### src/rtl/vga_timing_rx.sv
// rtl/vga_timing_rx.sv - VGA sync receiver: recovers x/y position and locks onto HS/VS timing
//
// Purpose: measures the incoming HS/VS period, tracks the recovered pixel
// position and declares lock after LOCK_FRAMES consecutive good frames.
//
// Ports:
//   clk       pixel clock
//   reset     asynchronous active-high reset
//   hs_n      horizontal sync input, active low
//   vs_n      vertical sync input, active low
//   x, y      recovered column / line (source position of the previous cycle)
//   active    locked and inside the visible area
//   locked    timing lock indicator
//   sync_err  one-cycle pulse when tracking or lock is lost
//   h_total   last measured HS-to-HS period in clocks
//   v_total   last measured number of HS falls between VS falls
module vga_timing_rx #(
    parameter int H_ACTIVE    = 640,
    parameter int H_FP        = 16,
    parameter int H_SYNC      = 96,
    parameter int H_BP        = 48,
    parameter int V_ACTIVE    = 480,
    parameter int V_FP        = 10,
    parameter int V_SYNC      = 2,
    parameter int V_BP        = 33,
    parameter int LOCK_FRAMES = 2
) (
    input  logic       clk,
    input  logic       reset,
    input  logic       hs_n,
    input  logic       vs_n,
    output logic [9:0] x,
    output logic [9:0] y,
    output logic       active,
    output logic       locked,
    output logic       sync_err,
    output logic [9:0] h_total,
    output logic [9:0] v_total
);

    localparam int H_TOTAL = H_ACTIVE + H_FP + H_SYNC + H_BP;
    localparam int H_SS    = H_ACTIVE + H_FP;
    localparam int V_TOTAL = V_ACTIVE + V_FP + V_SYNC + V_BP;
    localparam int V_SS    = V_ACTIVE + V_FP;
    localparam logic [7:0] LOCK_N = 8'(LOCK_FRAMES);

    typedef enum logic [1:0] {
        SEARCH,
        TRACK,
        LOCKED
    } state_t;

    state_t      state_q, state_d;
    logic        hs_q, vs_q;
    logic [9:0]  x_q, x_d, y_q, y_d;
    logic [9:0]  hcnt_q, hcnt_d, vcnt_q, vcnt_d;
    logic [9:0]  h_total_q, h_total_d, v_total_q, v_total_d;
    logic [7:0]  good_cnt_q, good_cnt_d;
    logic        h_valid_q, h_valid_d;
    logic        frame_bad_q, frame_bad_d;
    logic        active_q, active_d;
    logic        locked_q, locked_d;
    logic        sync_err_q, sync_err_d;

    logic        hs_fall, vs_fall;
    logic [10:0] hcnt_inc;
    logic        h_bad, timeout, h_err, frame_good, to_search;

    assign hs_fall  = ~hs_n & hs_q;
    assign vs_fall  = ~vs_n & vs_q;
    assign hcnt_inc = {1'b0, hcnt_q} + 11'd1;

    // The first HS fall after (re)entering SEARCH only starts a measurement.
    assign h_bad      = hs_fall & h_valid_q & (hcnt_inc != 11'(H_TOTAL));
    // Fires once, on the cycle hcnt steps onto its saturation value.
    assign timeout    = ~hs_fall & (hcnt_q == 10'd1022);
    assign h_err      = h_bad | timeout;
    assign frame_good = (vcnt_q == 10'(V_TOTAL)) & ~frame_bad_q & ~h_err;

    // Position and measurement counters
    always_comb begin
        x_d       = x_q;
        y_d       = y_q;
        hcnt_d    = hcnt_q;
        vcnt_d    = vcnt_q;
        h_total_d = h_total_q;
        v_total_d = v_total_q;

        if (vs_fall) begin
            x_d = 10'd0;
            y_d = 10'(V_SS);
        end else if (hs_fall) begin
            x_d = 10'(H_SS);
        end else if (x_q >= 10'(H_TOTAL - 1)) begin
            x_d = 10'd0;
            y_d = (y_q >= 10'(V_TOTAL - 1)) ? 10'd0 : y_q + 10'd1;
        end else begin
            x_d = x_q + 10'd1;
        end

        if (hs_fall) begin
            hcnt_d    = 10'd0;
            h_total_d = hcnt_inc[9:0];
        end else if (hcnt_q != 10'd1023) begin
            hcnt_d = hcnt_q + 10'd1;
        end

        if (vs_fall) begin
            vcnt_d    = 10'd0;
            v_total_d = vcnt_q;
        end else if (hs_fall && vcnt_q != 10'd1023) begin
            vcnt_d = vcnt_q + 10'd1;
        end
    end

    // Lock state machine
    always_comb begin
        state_d    = state_q;
        good_cnt_d = good_cnt_q;
        case (state_q)
            SEARCH: begin
                if (vs_fall) begin
                    state_d    = TRACK;
                    good_cnt_d = 8'd0;
                end
            end
            TRACK: begin
                if (h_err || (vs_fall && !frame_good)) begin
                    state_d = SEARCH;
                end else if (vs_fall) begin
                    good_cnt_d = good_cnt_q + 8'd1;
                    if (good_cnt_q + 8'd1 >= LOCK_N) begin
                        state_d = LOCKED;
                    end
                end
            end
            LOCKED: begin
                if (h_err || (vs_fall && !frame_good)) begin
                    state_d = SEARCH;
                end
            end
            default: state_d = SEARCH;
        endcase
    end

    always_comb begin
        to_search   = (state_q != SEARCH) && (state_d == SEARCH);
        h_valid_d   = to_search ? 1'b0 : (h_valid_q | hs_fall);
        frame_bad_d = vs_fall ? 1'b0 : (frame_bad_q | h_err);
        sync_err_d  = to_search;
        locked_d    = (state_d == LOCKED);
        active_d    = (state_d == LOCKED) && (x_d < 10'(H_ACTIVE)) && (y_d < 10'(V_ACTIVE));
    end

    always_ff @(posedge clk or posedge reset) begin
        if (reset) begin
            state_q     <= SEARCH;
            hs_q        <= 1'b1;
            vs_q        <= 1'b1;
            x_q         <= 10'd0;
            y_q         <= 10'd0;
            hcnt_q      <= 10'd0;
            vcnt_q      <= 10'd0;
            h_total_q   <= 10'd0;
            v_total_q   <= 10'd0;
            good_cnt_q  <= 8'd0;
            h_valid_q   <= 1'b0;
            frame_bad_q <= 1'b0;
            active_q    <= 1'b0;
            locked_q    <= 1'b0;
            sync_err_q  <= 1'b0;
        end else begin
            state_q     <= state_d;
            hs_q        <= hs_n;
            vs_q        <= vs_n;
            x_q         <= x_d;
            y_q         <= y_d;
            hcnt_q      <= hcnt_d;
            vcnt_q      <= vcnt_d;
            h_total_q   <= h_total_d;
            v_total_q   <= v_total_d;
            good_cnt_q  <= good_cnt_d;
            h_valid_q   <= h_valid_d;
            frame_bad_q <= frame_bad_d;
            active_q    <= active_d;
            locked_q    <= locked_d;
            sync_err_q  <= sync_err_d;
        end
    end

    assign x        = x_q;
    assign y        = y_q;
    assign active   = active_q;
    assign locked   = locked_q;
    assign sync_err = sync_err_q;
    assign h_total  = h_total_q;
    assign v_total  = v_total_q;

endmodule

### config.mk
export PLATFORM = sky130hd
export DESIGN_NAME = vga_timing_rx
export DESIGN_NICKNAME = d
export VERILOG_FILES = /design/src/rtl/vga_timing_rx.sv
export SDC_FILE = /design/constraint.sdc
export NUM_CORES = 1
export LEC_CHECK = 0
export ABC_AREA = 1
export CORE_UTILIZATION = 50
export CTS_BUF_LIST = sky130_fd_sc_hd__clkbuf_8
export CTS_CLUSTER_DIAMETER = 40
export DETAILED_ROUTE_END_ITERATION = 7
export PLACE_DENSITY = 0.79
export SLEW_MARGIN = 0
export SYNTH_ARGS = -nofsm -noshare
export SYNTH_HDL_FRONTEND = slang
export SYNTH_SLANG_ARGS = --single-unit
### constraint.sdc
create_clock -name clk -period 2.8 [get_ports clk]
set_input_delay 0.42 -clock clk [delete_from_list [all_inputs] [get_ports clk]]
set_output_delay 0.42 -clock clk [all_outputs]
set_load 0.01 [all_outputs]
[Word level (Yosys, flattened, before mapping)]
Cells that the tools add are included.
Word-level totals
  register bits after elaboration: 77
  bits of input ports: 4
Cells by class
  equal/unequal tests: 11
  mux-type cells: 23
  reduce and logical (&&, ||, !) cells: 14
  $lt $le $gt $ge: 5
  add/subtract/negate cells: 6
  bitwise logic cells: 15
Operator list (count)
  10-bit two-way mux: 11
  10-bit by 1-bit adder with 10-bit output, second input constant: 4
  8-bit two-way mux: 3
  10-bit equality test, second input constant: 2
  10-bit >= comparator, second input constant: 2
  10-bit != test, second input constant: 2
  8-bit one-hot mux with 2 select lines: 1
  10-bit by 1-bit adder with 11-bit output, second input constant: 1
  11-bit by 10-bit != test with 1-bit output, second input constant: 1
  10-bit < comparator, second input constant: 1
  10-bit by 9-bit < comparator with 1-bit output, second input constant: 1
  2-bit two-way mux: 5
  8-bit by 1-bit adder with 8-bit output, second input constant: 1
  8-bit by 2-bit >= comparator with 1-bit output, second input constant: 1
  2-bit nonzero test: 4
  1-bit bitwise AND: 7
  2-bit != test, second input constant: 3
  2-bit one-hot mux with 3 select lines: 1
  1-bit logical AND: 5
  1-bit NOT: 5
  2-bit equality test, second input constant: 2
  2-bit logical NOT: 2
  4-bit AND reduction: 1
  1-bit bitwise OR: 3
  4 further kinds: 5

[Logic depth before layout (Yosys ltp)]
Gate-level depths: netlist (run 1).
  word-level depth: 15
  gate-level depth with buffers: 16
  mapped depth without buffers: 15

[Worst setup path before layout (run 1)]
Ideal clock, no wire load.
  path kind: register -> register
  from: register hcnt_q[1]
  to: register good_cnt_q[0]
  stages on the path, launching flop included: 17
  path buffers: 1
  arrival: 1766 ps
  setup slack: 917 ps
  data required time: 2683 ps
  setup time: 117 ps
  cells stage by stage: dfrtp_1 -> ha_1 -> nand3_2 -> clkinv_1 -> nand2_1 -> nand2_1 -> nor2_1 -> nand2_1 -> nor2_1 -> nand2_1 -> nand2_2 -> nand3_2 -> nand2_2 -> nand2_4 -> buf_6 -> nand2_2 -> o21ai_2
Between the ends
  cells in the longest elaborated chain, start to end: 11
RTL lines
  start: declaration: line 56  | logic [9:0] hcnt_q, hcnt_d, vcnt_q, vcnt_d;
  start signal: assignment: line 178  | hcnt_q <= hcnt_d;
  10-bit by 1-bit adder with 11-bit output: line 71  | assign hcnt_inc = {1'b0, hcnt_q} + 11'd1;
  11-bit by 10-bit != test with 1-bit output: line 74  | assign h_bad = hs_fall & h_valid_q & (hcnt_inc != 11'(H_TOTAL));
  1-bit bitwise AND: line 74
  1-bit bitwise OR *: line 77  | assign h_err = h_bad | timeout;
  1-bit NOT: line 78  | assign frame_good = (vcnt_q == 10'(V_TOTAL)) & ~frame_bad_q & ~h_err;
  1-bit bitwise AND: line 78
  1-bit logical NOT: line 128  | if (h_err || (vs_fall && !frame_good)) begin
  1-bit logical AND: line 128
  1-bit logical OR *: line 128
  2-bit != test (no source line) *
  4-bit AND reduction (no source line) *
  end signal: assignment: line 182  | good_cnt_q <= good_cnt_d;
  end: declaration: line 58  | logic [7:0] good_cnt_q, good_cnt_d;
Mark *: on every way between the ends. The rest lies on a longest branch, timed or not.
A chain may end at the register's enable or synchronous reset.

[Final worst setup path (run 1)]
  from: register hcnt_q[1]
  to: register good_cnt_q[7]
Same word-level chain as after synthesis.

==> impl_results.md, run 1 <==
* Net count after synthesis at roughly 520
* Pint at about 2.0 mW
* Global-route wire length before repair at between 15000 and 20000 microns
* Maximum vdd ir drop at ~0.27 mV
* I/O Buffers at 46
* Upper clock frequency limit at approximately 480 MHz
* Top cells by count, synth: 144 x nand2_1, 75 x dfrtp_1, 69 x inv_1
* # setup viols final at 0
* Area of the multi-input gates at between 1500 and 2000 sq um
* #FFs+latches synth at a little under 80
* # hold bufs at CTS at 0
* Outcome: complete, no violations
* Drt initial violations at approximately 190
* Final Hold Fails at 0
* Initial Util at 0.516
* Detail Route Antenna Nets at 0
* Die Wd at 91.3 microns
* TritonCTS clock tree: yes
* Post-synthesis cell count at just over 500
* I/O pin total at 47
* RSZ-0062 raised after global routing: false
* Final Util at 0.619
* # Max-Cap Violations at 0
* H-tree depth at 3
* DRT Pass-1 Iters at 5
* Initial antenna violation count at 0
* Number of global-route vias before repair at about 3.4k
* Top cells by area, synth: dfrtp_1 47%, nand2_1 14%, inv_1 6.5%
* Area Overhead vs Synth at 19.8%
* Total Routing Usage GR at 0.228
* Most numerous cell in the Yosys netlist: nand2_1
* Ys flop type: dfrtp_1
* Grt ovf at 0
* Logic pwr share at 0.225
* Hold Crit Start: v_total[9]$_DFFE_PP0P_
* Ant diodes at 0
* Clock power share at 0.298
* Fin cells at roughly 670
* Final net count at ~580
* Rows at 32
* Final-layout fill cell count at 645
* Post-synthesis cell type count at 35
* CP startpoint: hcnt_q[1]$_DFFE_PP0P_
* Sequential share of the synthesized area at 0.484
* Routed len/inst at approximately 13 microns
* Mean Syn Cell Area at 7.81 sq um
* DIE AREA at 8340 sq um
* Post-synth top area cell: dfrtp_1
* Residual DRC count at 0
* Total CTS buffers at 9
* Largest family of logic cells by synthesized area: simple AND/OR/NAND/NOR gates
* Worst-Margin Slew at roughly 0.5 ns
* Simple-Gate Fraction of Synth Area at 0.276
* Die height at around 90 microns
* Longest Clk Path Bufs at 2
* Clock root cell: clkbuf_8
* Number of synthesized flops with an enable pin at 0
* Top cell type's share of synthesized area at 0.470
* Adder-cell share of the synthesized area at 0.0282
* Vias at around 3.5k
* Post_cts resized at 0
* Synth Area in XOR/XNOR at 0.0176
* Required @ worst endpoint at 3.04 ns
* Sw Ratio at 0.317
* Critical path class: flop to flop
* Clk_lat worst skew at around 0.35 ns
* Routed WL at roughly 8500 microns
* Worst reg2reg startpoint: hcnt_q[1]$_DFFE_PP0P_
* Crit-path max FO at 16
* Tmin final at roughly 2.1 ns
* Setup bufs post-CTS at 0
* Final Max Tran Viols at 0
* Synth warn at 0
* Sequential Power Share at 0.477
* Layout cells sized above 1 at 0.0965
* Cell total after placement at 656
* Cell Pwr Density at approximately 600 nW/um^2
* Register area at 1930 sq um
* Total Power at 2.87 mW
* CP arrival at about 2.3 ns
* Final HPWL DP at 6160 microns
* Period Utilization, post-route at 0.751
* Largest net degree at the start of global routing at between 40 and 50
* Pleak at about 2.3 nW
* Post-synthesis mux area share at 0
* Compound-Gate Fraction of Synth Area at 0.113
* Core area at around 7700 sq um
* Post-Syn Area at roughly 4000 sq um
* Startpoint types: flop
* CP Capture Type: flop
* NetSw at 908 uW
* Clk_skew at around 0.0088 ns
* Final hold slack at 0.475 ns
* GPL Wtd Cong at 0.863
* Async set or reset register ratio after synthesis at 1.00
* Relative slew margins at 0.657
* Vias per cell at about 5.2
* Clk sinks at between 70 and 80
* Worst hold path type: flop to flop
* Reg clk slew, reported paths at 0.08 ns
* Setup TNS at 0 ns
## state kept, by name, indices dropped and copies added (netlist names), 2 cells and up
register / flops
x: 10
y: 10
v_total: 10
hcnt_q: 10
state_q: 2
good_cnt_q: 8
h_total: 10
vcnt_q: 10
## final cells by class
cell class / instances / share of cell area
timing repair buffer: 52 / 0.106
multi-input combinational: 349 / 0.363
clock buffer: 10 / 0.0288
sequential: 77 / 0.403
inverter: 76 / 0.0597
tap: 102 / 0.0267
clock inverter: 6 / 0.0131
## layer usage
metal	global-route usage	part of all wire	vias up
li1	-	-	1735
met1	0.284	0.44	1671
met2	0.383	0.50	97
met3	0.0394	0.040	16
met4	0.112	0.021	0
met5	0	0	-
## worst paths after layout
| check | slack, ns | depth (start not counted) | to |
|---|---|---|---|
| min reg2reg | 0.48 | 2 | v_total[9]$_DFFE_PP0P_ |
| max | 0.70 | 15 | good_cnt_q[7]$_DFFE_PP0P_ |
| max reg2reg | 0.70 | 15 | good_cnt_q[7]$_DFFE_PP0P_ |
| max in group asynchronous | 1.90 | 3 | hs_q$_DFF_PP1_ |
| min in group asynchronous | 0.50 | 3 | good_cnt_q[4]$_DFFE_PP0P_ |
| min | 0.48 | 2 | v_total[9]$_DFFE_PP0P_ |
## power by group through the flow
stage | logic (mW) | registers, mW | clock network (mW)
2_1_floorplan | 0.404 | 1.39 | 0
3_3_place_gp | 0.634 | 1.38 | 0
3_5_place_dp | 0.648 | 1.39 | 0
4_1_cts | 0.652 | 1.37 | 0.868
5_1_grt | 0.730 | 1.39 | 0.915
6_report | 0.644 | 1.37 | 0.854
## stage by stage
step / area (sq um) / setup slack [ns]
3_5_place_dp: 4580 / 0.513
5_1_grt: 4780 / 0.476
6_report: 4780 / 0.698
3_3_place_gp: 4580 / 0.620
4_1_cts: 4780 / 0.685
2_1_floorplan: 3990 / 0.417
## kinds of logic after synthesis
| kind of cell | Yosys count |
|---|---|
| buf+inv | 85 |
| fa+ha+maj | 9 |
| compound gates | 77 |
| xor+xnor | 8 |
| simple gates | 255 |
| flops | 77 |
## critical path: stages (launching register included)
cell	delay, ns
dfrtp_1	0.45
ha_1	0.25
nand3_2	0.12
clkinv_1	0.14
nand2_1	0.09
nand2_1	0.05
nand2_1	0.08
nand2_1	0.07
nor2_1	0.12
nand2_1	0.08
nand2_2	0.09
nand3_2	0.07
nand2_2	0.08
nand2_4	0.13
nand2_1	0.11
o21ai_2	0.05
## placed cells by master, fill, tap and decap left out, types with 6 or more instances in the layout
master	instances
inv_2	6
a21oi_1	17
clkbuf_8	10
nand3_1	28
nor3_1	11
clkdlybuf4s50_1	46
inv_1	68
nand4_1	7
o21ai_0	38
nor2_1	42
nand2_1	144
ha_1	9
xor2_1	6
dfrtp_1	75
buf_4	6
o21ai_2	8
No activity file was read; power rests on OpenSTA's default activity.
==> run 2: changes to the inputs <==
--- a/config.mk
+++ b/config.mk
@@ -10,7 +10,7 @@
 export CTS_BUF_LIST = sky130_fd_sc_hd__clkbuf_8
 export CTS_CLUSTER_DIAMETER = 40
 export DETAILED_ROUTE_END_ITERATION = 7
-export PLACE_DENSITY = 0.79
+export PLACE_DENSITY = 0.81
 export SLEW_MARGIN = 0
 export SYNTH_ARGS = -nofsm -noshare
 export SYNTH_HDL_FRONTEND = slang
==> constraint.sdc (replaced) <==
create_clock -name clk -period 1.9 [get_ports clk]
set_input_delay 0.285 -clock clk [delete_from_list [all_inputs] [get_ports clk]]
set_output_delay 0.285 -clock clk [all_outputs]
set_load 0.01 [all_outputs]
==> impl_results.md, run 2 (synthesized netlist as in run 1, its figures left out) <==
* Register area at 1930 sq um (+0.13%)
* Final setup margin at -0.133 ns (-0.832 ns)
* Startpoint types: flop
* Clock root cell: clkbuf_8
* DRT Pass-1 Iters at 5 (unchanged)
* GPL Wtd Cong at 0.837 (-3.0%)
* Crit-path max FO at 8 (-8)
* Cell Pwr Density at 869 nW/um^2 (+45%)
* Ant diodes at 0 (unchanged)
* Number of global-route vias before repair at 3597 (+6.4%)
* Outcome: complete, but fails checks
* Final-layout fill cell count at 591 (-8.4%)
* Placed cell areas at 4790 sq um (+4.5%)
* Detail Route Antenna Nets at 0 (unchanged)
* Final net count at 610 (+5.5%)
* # hold bufs at CTS at 0 (unchanged)
* Final Util at 0.672 (+0.0536)
* Drt initial violations at 269 (+45%)
* Final Hold Fails at 0 (unchanged)
* Largest net degree at the start of global routing at 78 (+86%)
* # Max-Cap Violations at 0 (unchanged)
* Total CTS buffers at 9 (unchanged)
* Residual DRC count at 0 (unchanged)
* Core area at 7730 sq um (unchanged)
* Vias per cell at 5.22 (-0.31%)
* TritonCTS clock tree: yes
* Final hold slack at 0.363 ns (-0.112 ns)
* Routed WL at 9530 microns (+12%)
* Clk_skew at 0.0112 ns (+0.00239 ns)
* Die height at 91.3 microns (unchanged)
* Most frequent cells in the layout: 131 x nand2_1, 73 x dfrtp_1, 67 x inv_1, 46 x clkdlybuf4s50_1, 38 x nor2_1
* Total Routing Usage GR at 0.237 (+0.00930)
* Tmin final at 2.03 ns (-0.0682 ns)
* I/O Buffers at 46 (unchanged)
* Most common cell after layout, fill and taps aside: nand2_1
* Final HPWL DP at 6120 microns (-0.70%)
* Worst-Margin Slew at 0.751 ns (+0.237 ns)
* Relative slew margins at 0.498 (-0.160)
* CP Capture Type: flop
* Area of the multi-input gates at 1890 sq um (+9.0%)
* Clk_lat worst skew at 0.36 ns (about the same)
* I/O pin total at 47 (unchanged)
* Reg clk slew, reported paths at 0.08 ns (about the same)
* Failing checks: negative setup slack
* Global-route wire length before repair at 15900 microns (+5.2%)
* Required @ worst endpoint at 2.15 ns (-0.89 ns)
* Upper clock frequency limit at 492 MHz (+3.4%)
* Grt ovf at 0 (unchanged)
* Area Overhead vs Synth at 30.2%
* # setup viols final at 12 (+12)
* Period Utilization, post-route at 1.07 (+0.320)
* H-tree depth at 3 (unchanged)
* Initial Util at 0.516 (unchanged)
* DIE AREA at 8340 sq um (unchanged)
* Post-route cell area at 5200 sq um (+8.7%)
* Routed len/inst at 13.5 microns (+7.0%)
* Die Wd at 91.3 microns (unchanged)
* Longest Clk Path Bufs at 2 (unchanged)
* Final Max Tran Viols at 0 (unchanged)
* Vias at 3675 (+4.4%)
* Initial antenna violation count at 0 (unchanged)
* RSZ-0062 raised after global routing: true
* Rows at 32 (unchanged)
* Place WS at -0.0682 ns (-0.581 ns)
* Maximum vdd ir drop at 0.379 mV (+39%)
* CP arrival at 2.28 ns (-0.06 ns)
* Clk sinks at 77 (unchanged)
* Layout cells sized above 1 at 0.186 (+0.0896)
* Pleak at 2.48 nW (+9.1%)
* Critical path class: flop to flop
* Worst hold path type: input port to flop
-- run 2: where the power goes --
part | total [mW] | internal (mW) | switching [mW] | leakage [nW]
clock network | 1.24 | 0.600 | 0.637 | 0.0987
logic | 1.27 | 0.578 | 0.696 | 1.38
registers | 2.00 | 1.84 | 0.168 | 1.00
-- run 2: metrics by stage --
| step | total power, mW | setup TNS [ns] | instances |
|---|---|---|---|
| final | 4.51 | -1.32 | 704 |
| after global routing | 4.73 | -2.97 | 704 |
| after CTS | 4.40 | -0.120 | 702 |
| after detailed placement | 3.11 | -0.543 | 681 |
| after global placement | 3.08 | -0.0462 | 681 |
| after floorplan | 2.65 | 0 | 511 |
-- run 2: final timing paths --
kind                                        start                   endpoint  slack, ns  cells past startpoint
hold reg to reg            v_total[9]$_DFFE_PP0P_     v_total[9]$_DFFE_PP0P_       0.48                      2
hold / removal                               vs_n             vs_q$_DFF_PP1_       0.36                      1
setup / recovery            hcnt_q[2]$_DFFE_PP0P_  good_cnt_q[5]$_DFFE_PP0P_      -0.13                     14
min in group asynchronous                   reset      hcnt_q[8]$_DFFE_PP0P_       0.38                      3
setup reg to reg            hcnt_q[2]$_DFFE_PP0P_  good_cnt_q[5]$_DFFE_PP0P_      -0.13                     14
max in group asynchronous                   reset             vs_q$_DFF_PP1_       1.14                      3
-- run 2: routing by layer --
| metal | global-route usage | up-vias | wire length (microns) |
|---|---|---|---|
| met5 | 0 | - | 0 |
| met4 | 0.101 | 0 | 236 |
| met3 | 0.0343 | 21 | 492 |
| met2 | 0.405 | 128 | 4630 |
| met1 | 0.301 | 1724 | 4170 |
| li1 | - | 1802 | - |
-- run 2: final cells by class --
cell class                 count  share of cell area
inverter                      76              0.0566
multi-input combinational    350               0.364
clock inverter                 7              0.0128
clock buffer                   9              0.0238
sequential                    77               0.372
tap                          102              0.0246
timing repair buffer          83               0.147
-- run 2: critical path, cell delays in order (launching register included) --
cell	delay (ns)
dfrtp_1	0.41
buf_4	0.18
nand2_1	0.11
nor2_2	0.18
nand4_1	0.11
nand2_1	0.09
nand2_1	0.05
nor2_1	0.11
nand2_1	0.08
nand2_2	0.09
nand3_2	0.09
nand2_4	0.14
nand2_8	0.12
nand2_2	0.11
o21ai_2	0.05
-- run 2: what timing repair did --
action | 4_1_cts | 5_1_grt
gates resized for setup | 21 | 25
setup endpoints to repair | 9 | 20
buffers inserted | 4 | 5
gates cloned | 1 | 0
pin swaps | 14 | 24
hold endpoints to repair | 0 | 0
